===== config.mk =====
export PLATFORM = sky130hd
export DESIGN_NAME = mult_div_unit
export DESIGN_NICKNAME = d
export VERILOG_FILES = /design/src/rtl/mult_div_unit.sv
export SDC_FILE = /design/constraint.sdc
export NUM_CORES = 1
export LEC_CHECK = 0
export CAP_MARGIN = 20
export CORE_MARGIN = 3
export CORE_UTILIZATION = 45
export DETAILED_ROUTE_END_ITERATION = 8
export GPL_TIMING_DRIVEN = 0
export PLACE_DENSITY = 0.7
export SYNTH_ARGS = -nofsm -noshare
export SYNTH_HDL_FRONTEND = slang
export SYNTH_SLANG_ARGS = --single-unit

===== constraint.sdc =====
create_clock -name clk -period 11.05 [get_ports clk]
set_input_delay 3.315 -clock clk [delete_from_list [all_inputs] [get_ports clk]]
set_output_delay 3.315 -clock clk [all_outputs]
set_load 0.005 [all_outputs]

===== src/rtl/mult_div_unit.sv =====
// -----------------------------------------------------------------------------
// mult_div_unit
//   Iterative multiply/divide unit holding the architectural HI/LO registers.
//   Accepts MULT/MULTU/DIV/DIVU from the ALU control decoder. Each operation
//   runs for 32 iterations and then writes HI/LO. It also services MTHI/MTLO
//   writes while idle.
//
// Ports
//   clk      in   rising-edge clock
//   reset    in   asynchronous active-high reset, clears all state
//   start    in   request qualifier for alu_ctl/op_a/op_b
//   alu_ctl  in   4-bit ALU control: 3 DIV, 4 DIVU, 11 MULT, 12 MULTU
//   op_a     in   rs value (multiplicand / dividend)
//   op_b     in   rt value (multiplier / divisor)
//   hi_we    in   MTHI write enable (honoured only when idle)
//   lo_we    in   MTLO write enable (honoured only when idle)
//   wdata    in   MTHI/MTLO data
//   hi, lo   out  HI/LO registers
//   busy     out  operation in progress (registered)
//   done     out  one-cycle pulse in the first cycle HI/LO show a result
//
// State   | meaning
// --------+--------------------------------------------------------------
// IDLE    | waiting for a request; MTHI/MTLO writes accepted
// RUN     | one multiply or divide iteration per clock, 32 in total
// FINISH  | sign fix-up, HI/LO write, done pulse, return to IDLE
// -----------------------------------------------------------------------------
module mult_div_unit #(
  parameter int WIDTH = 32
) (
  input  logic             clk,
  input  logic             reset,
  input  logic             start,
  input  logic [3:0]       alu_ctl,
  input  logic [WIDTH-1:0] op_a,
  input  logic [WIDTH-1:0] op_b,
  input  logic             hi_we,
  input  logic             lo_we,
  input  logic [WIDTH-1:0] wdata,
  output logic [WIDTH-1:0] hi,
  output logic [WIDTH-1:0] lo,
  output logic             busy,
  output logic             done
);

  localparam logic [3:0] CTL_DIV   = 4'd3;
  localparam logic [3:0] CTL_DIVU  = 4'd4;
  localparam logic [3:0] CTL_MULT  = 4'd11;
  localparam logic [3:0] CTL_MULTU = 4'd12;

  localparam int CW = $clog2(WIDTH);
  localparam logic [CW-1:0] LAST_ITER = CW'(WIDTH - 1);

  typedef enum logic [1:0] {
    IDLE   = 2'd0,
    RUN    = 2'd1,
    FINISH = 2'd2
  } state_t;

  state_t           state;
  logic [CW-1:0]    count;
  logic             is_div;
  logic             neg_main;   // product or quotient must be negated
  logic             neg_rem;    // remainder must be negated (dividend negative)
  logic             div_zero;
  logic [WIDTH-1:0] raw_a;      // unmodified dividend for the divide-by-zero result
  logic [WIDTH-1:0] operand;    // multiplicand or divisor magnitude
  // Multiply: {acc_hi[W-1:0], acc_lo} is the shifting product/multiplier.
  // Divide:   acc_hi is the W+1-bit partial remainder, acc_lo shifts the
  //           dividend out at the top and the quotient in at the bottom.
  logic [WIDTH:0]   acc_hi;
  logic [WIDTH-1:0] acc_lo;

  // ---------------------------------------------------------------------------
  // Request decode and operand magnitudes
  // ---------------------------------------------------------------------------
  logic             req_valid;
  logic             req_div;
  logic             req_signed;
  logic             a_neg;
  logic             b_neg;
  logic [WIDTH-1:0] a_mag;
  logic [WIDTH-1:0] b_mag;

  always_comb begin
    req_div    = (alu_ctl == CTL_DIV) || (alu_ctl == CTL_DIVU);
    req_signed = (alu_ctl == CTL_DIV) || (alu_ctl == CTL_MULT);
    req_valid  = start && (req_div || (alu_ctl == CTL_MULT) || (alu_ctl == CTL_MULTU));
    a_neg      = req_signed && op_a[WIDTH-1];
    b_neg      = req_signed && op_b[WIDTH-1];
    // Negating the most negative value yields itself, which is the correct
    // unsigned magnitude.
    a_mag      = a_neg ? (~op_a + 1'b1) : op_a;
    b_mag      = b_neg ? (~op_b + 1'b1) : op_b;
  end

  // ---------------------------------------------------------------------------
  // One iteration
  // ---------------------------------------------------------------------------
  logic [WIDTH:0]   mul_sum;
  logic [WIDTH:0]   div_shift;
  logic [WIDTH:0]   div_trial;
  logic [WIDTH:0]   iter_hi;
  logic [WIDTH-1:0] iter_lo;

  always_comb begin
    mul_sum   = {1'b0, acc_hi[WIDTH-1:0]} + (acc_lo[0] ? {1'b0, operand} : '0);
    div_shift = {acc_hi[WIDTH-1:0], acc_lo[WIDTH-1]};
    div_trial = div_shift - {1'b0, operand};
    iter_hi   = '0;
    iter_lo   = '0;
    if (is_div) begin
      // Restore when the trial subtraction goes negative.
      iter_hi = div_trial[WIDTH] ? div_shift : div_trial;
      iter_lo = {acc_lo[WIDTH-2:0], ~div_trial[WIDTH]};
    end else begin
      // Shift the carry-extended sum right by one together with the multiplier.
      iter_hi = {1'b0, mul_sum[WIDTH:1]};
      iter_lo = {mul_sum[0], acc_lo[WIDTH-1:1]};
    end
  end

  // ---------------------------------------------------------------------------
  // Final result with sign fix-up
  // ---------------------------------------------------------------------------
  logic [2*WIDTH-1:0] product;
  logic [2*WIDTH-1:0] product_fix;
  logic [WIDTH-1:0]   quot_fix;
  logic [WIDTH-1:0]   rem_fix;
  logic [WIDTH-1:0]   res_hi;
  logic [WIDTH-1:0]   res_lo;

  always_comb begin
    product     = {acc_hi[WIDTH-1:0], acc_lo};
    product_fix = neg_main ? (~product + 1'b1) : product;
    quot_fix    = neg_main ? (~acc_lo + 1'b1) : acc_lo;
    rem_fix     = neg_rem  ? (~acc_hi[WIDTH-1:0] + 1'b1) : acc_hi[WIDTH-1:0];
    res_hi      = product_fix[2*WIDTH-1:WIDTH];
    res_lo      = product_fix[WIDTH-1:0];
    if (is_div) begin
      if (div_zero) begin
        res_hi = raw_a;
        res_lo = '1;
      end else begin
        res_hi = rem_fix;
        res_lo = quot_fix;
      end
    end
  end

  // ---------------------------------------------------------------------------
  // Controller
  // ---------------------------------------------------------------------------
  always_ff @(posedge clk or posedge reset) begin
    if (reset) begin
      state    <= IDLE;
      count    <= '0;
      is_div   <= 1'b0;
      neg_main <= 1'b0;
      neg_rem  <= 1'b0;
      div_zero <= 1'b0;
      raw_a    <= '0;
      operand  <= '0;
      acc_hi   <= '0;
      acc_lo   <= '0;
      hi       <= '0;
      lo       <= '0;
      busy     <= 1'b0;
      done     <= 1'b0;
    end else begin
      done <= 1'b0;
      case (state)
        IDLE: begin
          // A same-cycle MTHI/MTLO still lands; the result overwrites it later.
          if (hi_we) hi <= wdata;
          if (lo_we) lo <= wdata;
          if (req_valid) begin
            state    <= RUN;
            busy     <= 1'b1;
            count    <= '0;
            is_div   <= req_div;
            neg_main <= a_neg ^ b_neg;
            neg_rem  <= a_neg;
            div_zero <= req_div && (op_b == '0);
            raw_a    <= op_a;
            operand  <= req_div ? b_mag : a_mag;
            acc_hi   <= '0;
            acc_lo   <= req_div ? a_mag : b_mag;
          end
        end
        RUN: begin
          acc_hi <= iter_hi;
          acc_lo <= iter_lo;
          count  <= count + 1'b1;
          if (count == LAST_ITER) state <= FINISH;
        end
        FINISH: begin
          hi    <= res_hi;
          lo    <= res_lo;
          done  <= 1'b1;
          busy  <= 1'b0;
          state <= IDLE;
        end
        default: begin
          state <= IDLE;
          busy  <= 1'b0;
        end
      endcase
    end
  end

endmodule


==> impl_metrics.yaml, run 1 <==
critical_path:
  crit_buf_inv: 1
  crit_path_max_incr_delay_ns: 1.06
  critPathRequiredTime_ns: 11.48
  worst-path-max-fanout: 5
  cp_top_family: "simple AND/OR/NAND/NOR gates"
  startpoint_type: "primary input"
  critPathMostFrequentCell: "a21oi_1"
  path_cells: "clkdlybuf4s50_1, nor4_1, nand3b_1, nor4b_1, a21oi_1, a21oi_1, xor2_1, nand2_1, a21oi_1, o22ai_1"
  crit_arrival_ns: 7.06
  crit_slowest_cell: "nor4b_1"
  end_kind: "flop"
  r2r_slack_ns: 5.97
  crit_type: "primary input to flop"
detailed_routing:
  drt-vias-per-instance: 6.49
  totalWireLength_um: 76600
  drtIter0Drc: 2242
  detail_route.wl_per_cell_um: 26.8
  ant_nets: 0
  vias: 18500
  drc: 0
  dr.pass1.iters: 5
place:
  dp_hpwl_um: 61300
  placed_area_um2: 19000
  portBuffers: 170
  gp_congestion: 1.02
  pre_cts_slack_ns: 3.98
layout:
  n_antenna_cell: 0
  final_layout_size_suffix_gt1_share_pct: 3.71
  finalInstanceArea_um2: 19900
  nets: 2556
  area_delta_synth_final_pct: 19.1
synthesis:
  syn_inst: 2180
  async_flop_share_pct: 100
  synth_seq_cells: 205
  synth_area_um2: 16700
  yosys_warnings: 0
  postSynthAreaPerCell_um2: 7.66
  yosysSeqAreaShare_pct: 30.7
  ys.flop_type: "dfrtp_1"
  synth_cell_types: 77
  synth_edf_count: 0
  synth_nets: 2357
clock_network:
  htree_levels: 1
  cts_setup_buffers: 0
  clk_latency_ns: 0.58
  cts.repair.resized: 0
  ctsRootBufferMaster: "clkbuf_16"
  cts_sinks: 205
  clk_path_buf_depth: 3
  clkTransAtPathRegs_ns: 0.06
  ctsHoldBuffers: 0
  cts_tree: "done"
  cts_made_buffers: 26
timing:
  setup_viol: 0
  timing.final.crit_share_pct: 59.9
  worst_pin_slew_ns: 1.21
  final_hold_viol_count: 0
  rsz0062_at_grt: "false"
  slew_headroom_pct: 18.1
  report.final.slew_viol_count: 0
  timing.final.ws_setup_ns: 4.43
  clock_skew_ns: 0.0305
  fmax_mhz: 151
  period_needed_ns: 6.62
  hold_ws_ns: 0.480
pwr:
  p_leak_uw: 0.00798
  swShare_pct: 51.8
  p_int_uw: 3360
  combPwrFrac_pct: 65.6
  p_per_area_nw_per_um2: 350
  clockPowerShare_pct: 12.8
  p_sw_uw: 3610
  seqPwrFrac_pct: 21.6
  vdd_drop_max_uv: 224
worst_hold_path:
  min_path_type: "flop to flop"
die:
  die_x_um: 199
  die_area_um2: 39400
  core_area_um2: 36100
  initial_core_util_pct: 46.2
  ios: 171
  rows: 69
  die-height_um: 199
job:
  max-cap-violations: 0
grt:
  grt_usage_pct: 38.0
  overflow: 0
  grt_pass1_wl_um: 113000
  antenna_found_initial: 1
  grt_start_max_net_pins: 110
  grt_pass1_vias: 17400
status:
  run_status: "finished clean"
[final cells by class]
cell class,count,area (um^2)
clock inverter,11,131
clock buffer,36,748
tap,461,577
timing repair buffer,171,1730
sequential,205,5130
buffer,156,596
inverter,67,259
multi-input combinational,1752,10700
fill,3486,16200
[path summary, 6_finish.rpt]
| path | start | end | depth (start not counted) |
|---|---|---|---|
| max in group asynchronous | reset | hi[10]$_DFFE_PP0P_ | 3 |
| min in group asynchronous | reset | acc_hi[22]$_DFFE_PP0P_ | 2 |
| worst max-delay path | op_a[4] | acc_lo[26]$_DFFE_PP0P_ | 10 |
| worst min register to register | lo[12]$_DFFE_PP0P_ | lo[12]$_DFFE_PP0P_ | 2 |
| worst min-delay path | lo[12]$_DFFE_PP0P_ | lo[12]$_DFFE_PP0P_ | 2 |
| worst max register to register | acc_hi[0]$_DFFE_PP0P_ | acc_hi[16]$_DFFE_PP0P_ | 12 |
[worst reg2reg max path: cells and delay by family (launching register included)]
family,cells,cell delay (ns)
AO/OA/AOI/OAI,6,1.89
XOR/XNOR,1,0.70
adder cells (fa/ha/maj),1,0.48
buffers and inverters,2,0.89
flip-flops,1,0.60
AND/OR/NAND/NOR,2,0.39
[synthesized netlist by cell type, drive strengths merged (10+ instances only)]
cell type	instances	area share (%)
o22ai	44	1.6
or4	17	0.83
o221ai	19	1.0
a22oi	23	1.0
a21o	16	0.72
a21oi	207	6.2
o31ai	25	1.1
nand2	291	6.5
a221oi	11	0.58
clkbuf	137	3.1
o21a	10	0.45
mux2i	37	2.2
nor2b	11	0.41
buf	19	0.48
nor3	46	1.4
xnor2	114	6.0
dfrtp	205	31
or2	11	0.44
inv	67	1.5
o21ai	210	6.3
xor2	67	3.5
or3	18	0.70
nand3	37	1.1
ha	70	5.2
nor4	13	0.56
and3	12	0.45
a211oi	69	3.1
nand2b	15	0.56
a31oi	27	1.0
and2	13	0.50
o41ai	14	0.78
nor2	217	4.9
[cells in the final DEF, fill, tap and decap left out, types with 17 or more instances in the layout]
cell             count
a21oi_1            207
a22oi_1             23
ha_1                70
inv_1               66
o221ai_1            19
o22ai_1             44
mux2i_1             37
clkdlybuf4s50_1    170
nand2_1            291
o31ai_1             25
or3_1               17
a211oi_1            69
dfrtp_1            205
clkbuf_16           26
nand3_1             36
nor3_1              46
nor2_1             217
xnor2_1            114
clkbuf_1           140
o21ai_0            205
a31oi_1             27
xor2_1              67
[power by group through the flow]
| stage | Clock [uW] | Sequential (uW) | Combinational, uW |
|---|---|---|---|
| after floorplan | 0 | 1340 | 2960 |
| after global placement | 0 | 1490 | 4380 |
| after detailed placement | 0 | 1490 | 4420 |
| after CTS | 892 | 1480 | 4450 |
| after global routing | 921 | 1530 | 4950 |
| final | 891 | 1510 | 4570 |
[per-layer routing]
metal / vias up / share of wire [%] / track usage [%]
met4: 2 / 4.9 / 15.0
met3: 211 / 11 / 7.94
met5: - / 0.020 / 0
met2: 1176 / 43 / 58.0
li1: 8238 / - / -
met1: 8917 / 41 / 53.0
[through the flow]
step | power, uW | utilization, % | cells | TNS (ns)
2_1_floorplan | 4300 | - | 2180 | 0
3_3_place_gp | 5870 | 52.6 | 2811 | -142.93
3_5_place_dp | 5920 | 52.7 | 2812 | 0
4_1_cts | 6820 | 55.1 | 2859 | 0
5_1_grt | 7400 | 55.1 | 2859 | 0
6_report | 6970 | 55.1 | 2859 | 0
[kinds of logic (layout without fill, tap and decap cells)]
| group | count (synthesis) | after routing | share of synthesized area (%) |
|---|---|---|---|
| and+or+nand+nor | 721 | 721 | 19.4 |
| DFF | 205 | 205 | 30.7 |
| AOI/OAI and AO/OA | 737 | 737 | 27.3 |
| adders and majority gates | 72 | 72 | 5.49 |
| muxes | 41 | 41 | 2.49 |
| xor gates and xnor gates | 181 | 181 | 9.50 |
| buffers and inverters | 223 | 441 | 5.08 |
[flip-flops by register name, summed over array words and instances, names as in the netlist]
register / count
acc_hi: 32
acc_lo: 32
busy: 1
count: 5
div_zero: 1
done: 1
hi: 32
is_div: 1
lo: 32
neg_main: 1
neg_rem: 1
operand: 32
raw_a: 32
state: 2
No activity file was read; power rests on OpenSTA's default activity.
==> run 2: changes to the inputs <==
==> constraint.sdc (replaced) <==
create_clock -name clk -period 6.9 [get_ports clk]
set_input_delay 2.07 -clock clk [delete_from_list [all_inputs] [get_ports clk]]
set_output_delay 2.07 -clock clk [all_outputs]
set_load 0.005 [all_outputs]
==> impl_metrics.yaml, run 2 (synthesis gave the netlist of run 1 again) <==
status:
  run_status: "finished clean"
critical_path:
  startpoint_type: "flop"
  crit_path_max_incr_delay_ns: 0.86
  path_cells: "inv_1, fa_1, nand2b_1, a21o_1, a21oi_1, nor3_1, o21ai_1, a41oi_1, xnor2_1, clkbuf_1, nand2_1, a31oi_1, a22o_1"
  critPathRequiredTime_ns: 7.41
  reg2reg_depth: 13
  worst-path-max-fanout: 10
  crit_type: "flop to flop"
  crit_slowest_cell: "xnor2_1"
  end_kind: "flop"
  crit_arrival_ns: 5.96
detailed_routing:
  drtIter0Drc: 2065
  dr.pass1.iters: 5
  totalWireLength_um: 76600
  vias: 18400
  drt-vias-per-instance: 6.44
  detail_route.wl_per_cell_um: 26.8
  ant_nets: 0
  drc: 0
die:
  initial_core_util_pct: 46.2
  die_area_um2: 39400
  core_area_um2: 36100
  ios: 171
  die-height_um: 199
  rows: 69
  die_x_um: 199
timing:
  rsz0062_at_grt: "false"
  setup_viol: 0
  slew_headroom_pct: 24.5
  timing.final.crit_share_pct: 79.1
  clock_skew_ns: 0.0202
  period_needed_ns: 5.46
  fmax_mhz: 183
  setup_tns_ns: 0
  worst_pin_slew_ns: 1.12
  final_hold_viol_count: 0
  hold_ws_ns: 0.483
  report.final.slew_viol_count: 0
layout:
  layout_commonest_cell: "nand2_1"
  fin_cells: 2864
  final_core_util_pct: 55.3
  final_cell_mix: "nand2_1 (291), nor2_1 (217), a21oi_1 (207), o21ai_0 (205), dfrtp_1 (205)"
  final_layout_size_suffix_gt1_share_pct: 3.95
  area_delta_synth_final_pct: 19.7
  n_antenna_cell: 0
  nets: 2560
pwr:
  p_leak_uw: 0.00804
  clockPowerShare_pct: 13.1
  report.power.total_uw: 11100
  p_sw_uw: 5730
  seqPwrFrac_pct: 21.8
  p_int_uw: 5420
  combPwrFrac_pct: 65.1
  swShare_pct: 51.4
  p_per_area_nw_per_um2: 558
  vdd_drop_max_uv: 385
clock_network:
  cts_tree: "done"
  cts_made_buffers: 26
  clkTransAtPathRegs_ns: 0.07
  clk_latency_ns: 0.57
  cts_setup_buffers: 0
  clk_path_buf_depth: 3
  ctsRootBufferMaster: "clkbuf_16"
  cts_sinks: 205
  htree_levels: 1
  cts.repair.resized: 0
  ctsHoldBuffers: 0
place:
  dp_hpwl_um: 62000
  portBuffers: 170
  gp_congestion: 1.04
  placed_cells: 2816
worst_hold_path:
  min_path_type: "flop to flop"
  hold_depth: 2
job:
  max-cap-violations: 0
grt:
  grt_start_max_net_pins: 42
  grt_pass1_vias: 17400
  overflow: 0
  antenna_found_initial: 1
  grt_pass1_wl_um: 113000
  grt_usage_pct: 37.9
==> run 2: changes by cell type in the layout (fill, tap and decap cells not counted), sizes merged <==
cell,previous run,this run
buf,20,24
bufinv,2,4
clkbuf,173,168
clkinvlp,3,1
clkinv,5,11
==> run 2: worst paths after layout <==
path	start	endpoint	slack [ns]
max	acc_hi[0]$_DFFE_PP0P_	acc_hi[9]$_DFFE_PP0P_	1.44
min	lo[13]$_DFFE_PP0P_	lo[13]$_DFFE_PP0P_	0.48
max reg2reg	acc_hi[0]$_DFFE_PP0P_	acc_hi[9]$_DFFE_PP0P_	1.44
min reg2reg	lo[13]$_DFFE_PP0P_	lo[13]$_DFFE_PP0P_	0.48
max in group asynchronous	reset	raw_a[11]$_DFFE_PP0P_	4.01
min in group asynchronous	reset	acc_hi[30]$_DFFE_PP0P_	1.81
==> run 2: critical path: cells and delay by family, from the launching register on <==
| family | cells | cell delay (ns) |
|---|---|---|
| AO/OA/AOI/OAI | 6 | 1.88 |
| buffers and inverters | 2 | 0.93 |
| XOR/XNOR | 1 | 0.86 |
| flip-flops | 1 | 0.65 |
| AND/OR/NAND/NOR | 3 | 0.57 |
| adder cells (fa/ha/maj) | 1 | 0.49 |
==> run 2: power by group through the flow <==
stage	Sequential [uW]	Clock, uW	Combinational [uW]
2_1_floorplan	2150	0	4740
3_3_place_gp	2400	0	6970
3_5_place_dp	2410	0	7050
4_1_cts	2400	1460	7100
5_1_grt	2470	1510	7890
6_report	2430	1460	7260
==> run 2: layout make-up <==
type | instances | area (um^2)
Buffer | 156 | 596
Inverter | 67 | 255
Tap cell | 461 | 577
Multi-Input combinational cell | 1752 | 10700
Fill cell | 3454 | 16100
Sequential cell | 205 | 5130
Timing Repair Buffer | 175 | 1800
Clock inverter | 17 | 211
Clock buffer | 31 | 689
==> run 2: metrics by stage <==
stage / worst slack [ns] / cell area, um^2
after floorplan: 2.17 / 16700
after global placement: 0.459 / 19000
after detailed placement: 1.15 / 19100
after CTS: 1.72 / 20000
after global routing: 1.43 / 20000
final: 1.44 / 20000
==> run 2: metal layers <==
metal,GRT usage (%),routed length (um)
met1,53.1,32200
met2,58.3,33400
met3,8.23,7710
met4,13.1,3240
met5,0,12
==> run 3: changes to the inputs <==
==> constraint.sdc (replaced) <==
create_clock -name clk -period 5.7 [get_ports clk]
set_input_delay 1.71 -clock clk [delete_from_list [all_inputs] [get_ports clk]]
set_output_delay 1.71 -clock clk [all_outputs]
set_load 0.005 [all_outputs]
==> results of run 3 <==
Same layout as run 2 (identical final DEF). Status: finished clean.
Main changes from that run: setup slack after placement 1.15 ns -> 0.312 ns; setup slack after layout 1.44 ns -> 0.245 ns; register-to-register setup slack 1.44 ns -> 0.24 ns; total power 11100 uW -> 13500 uW; worst IR drop on VDD 385 uV -> 466 uV
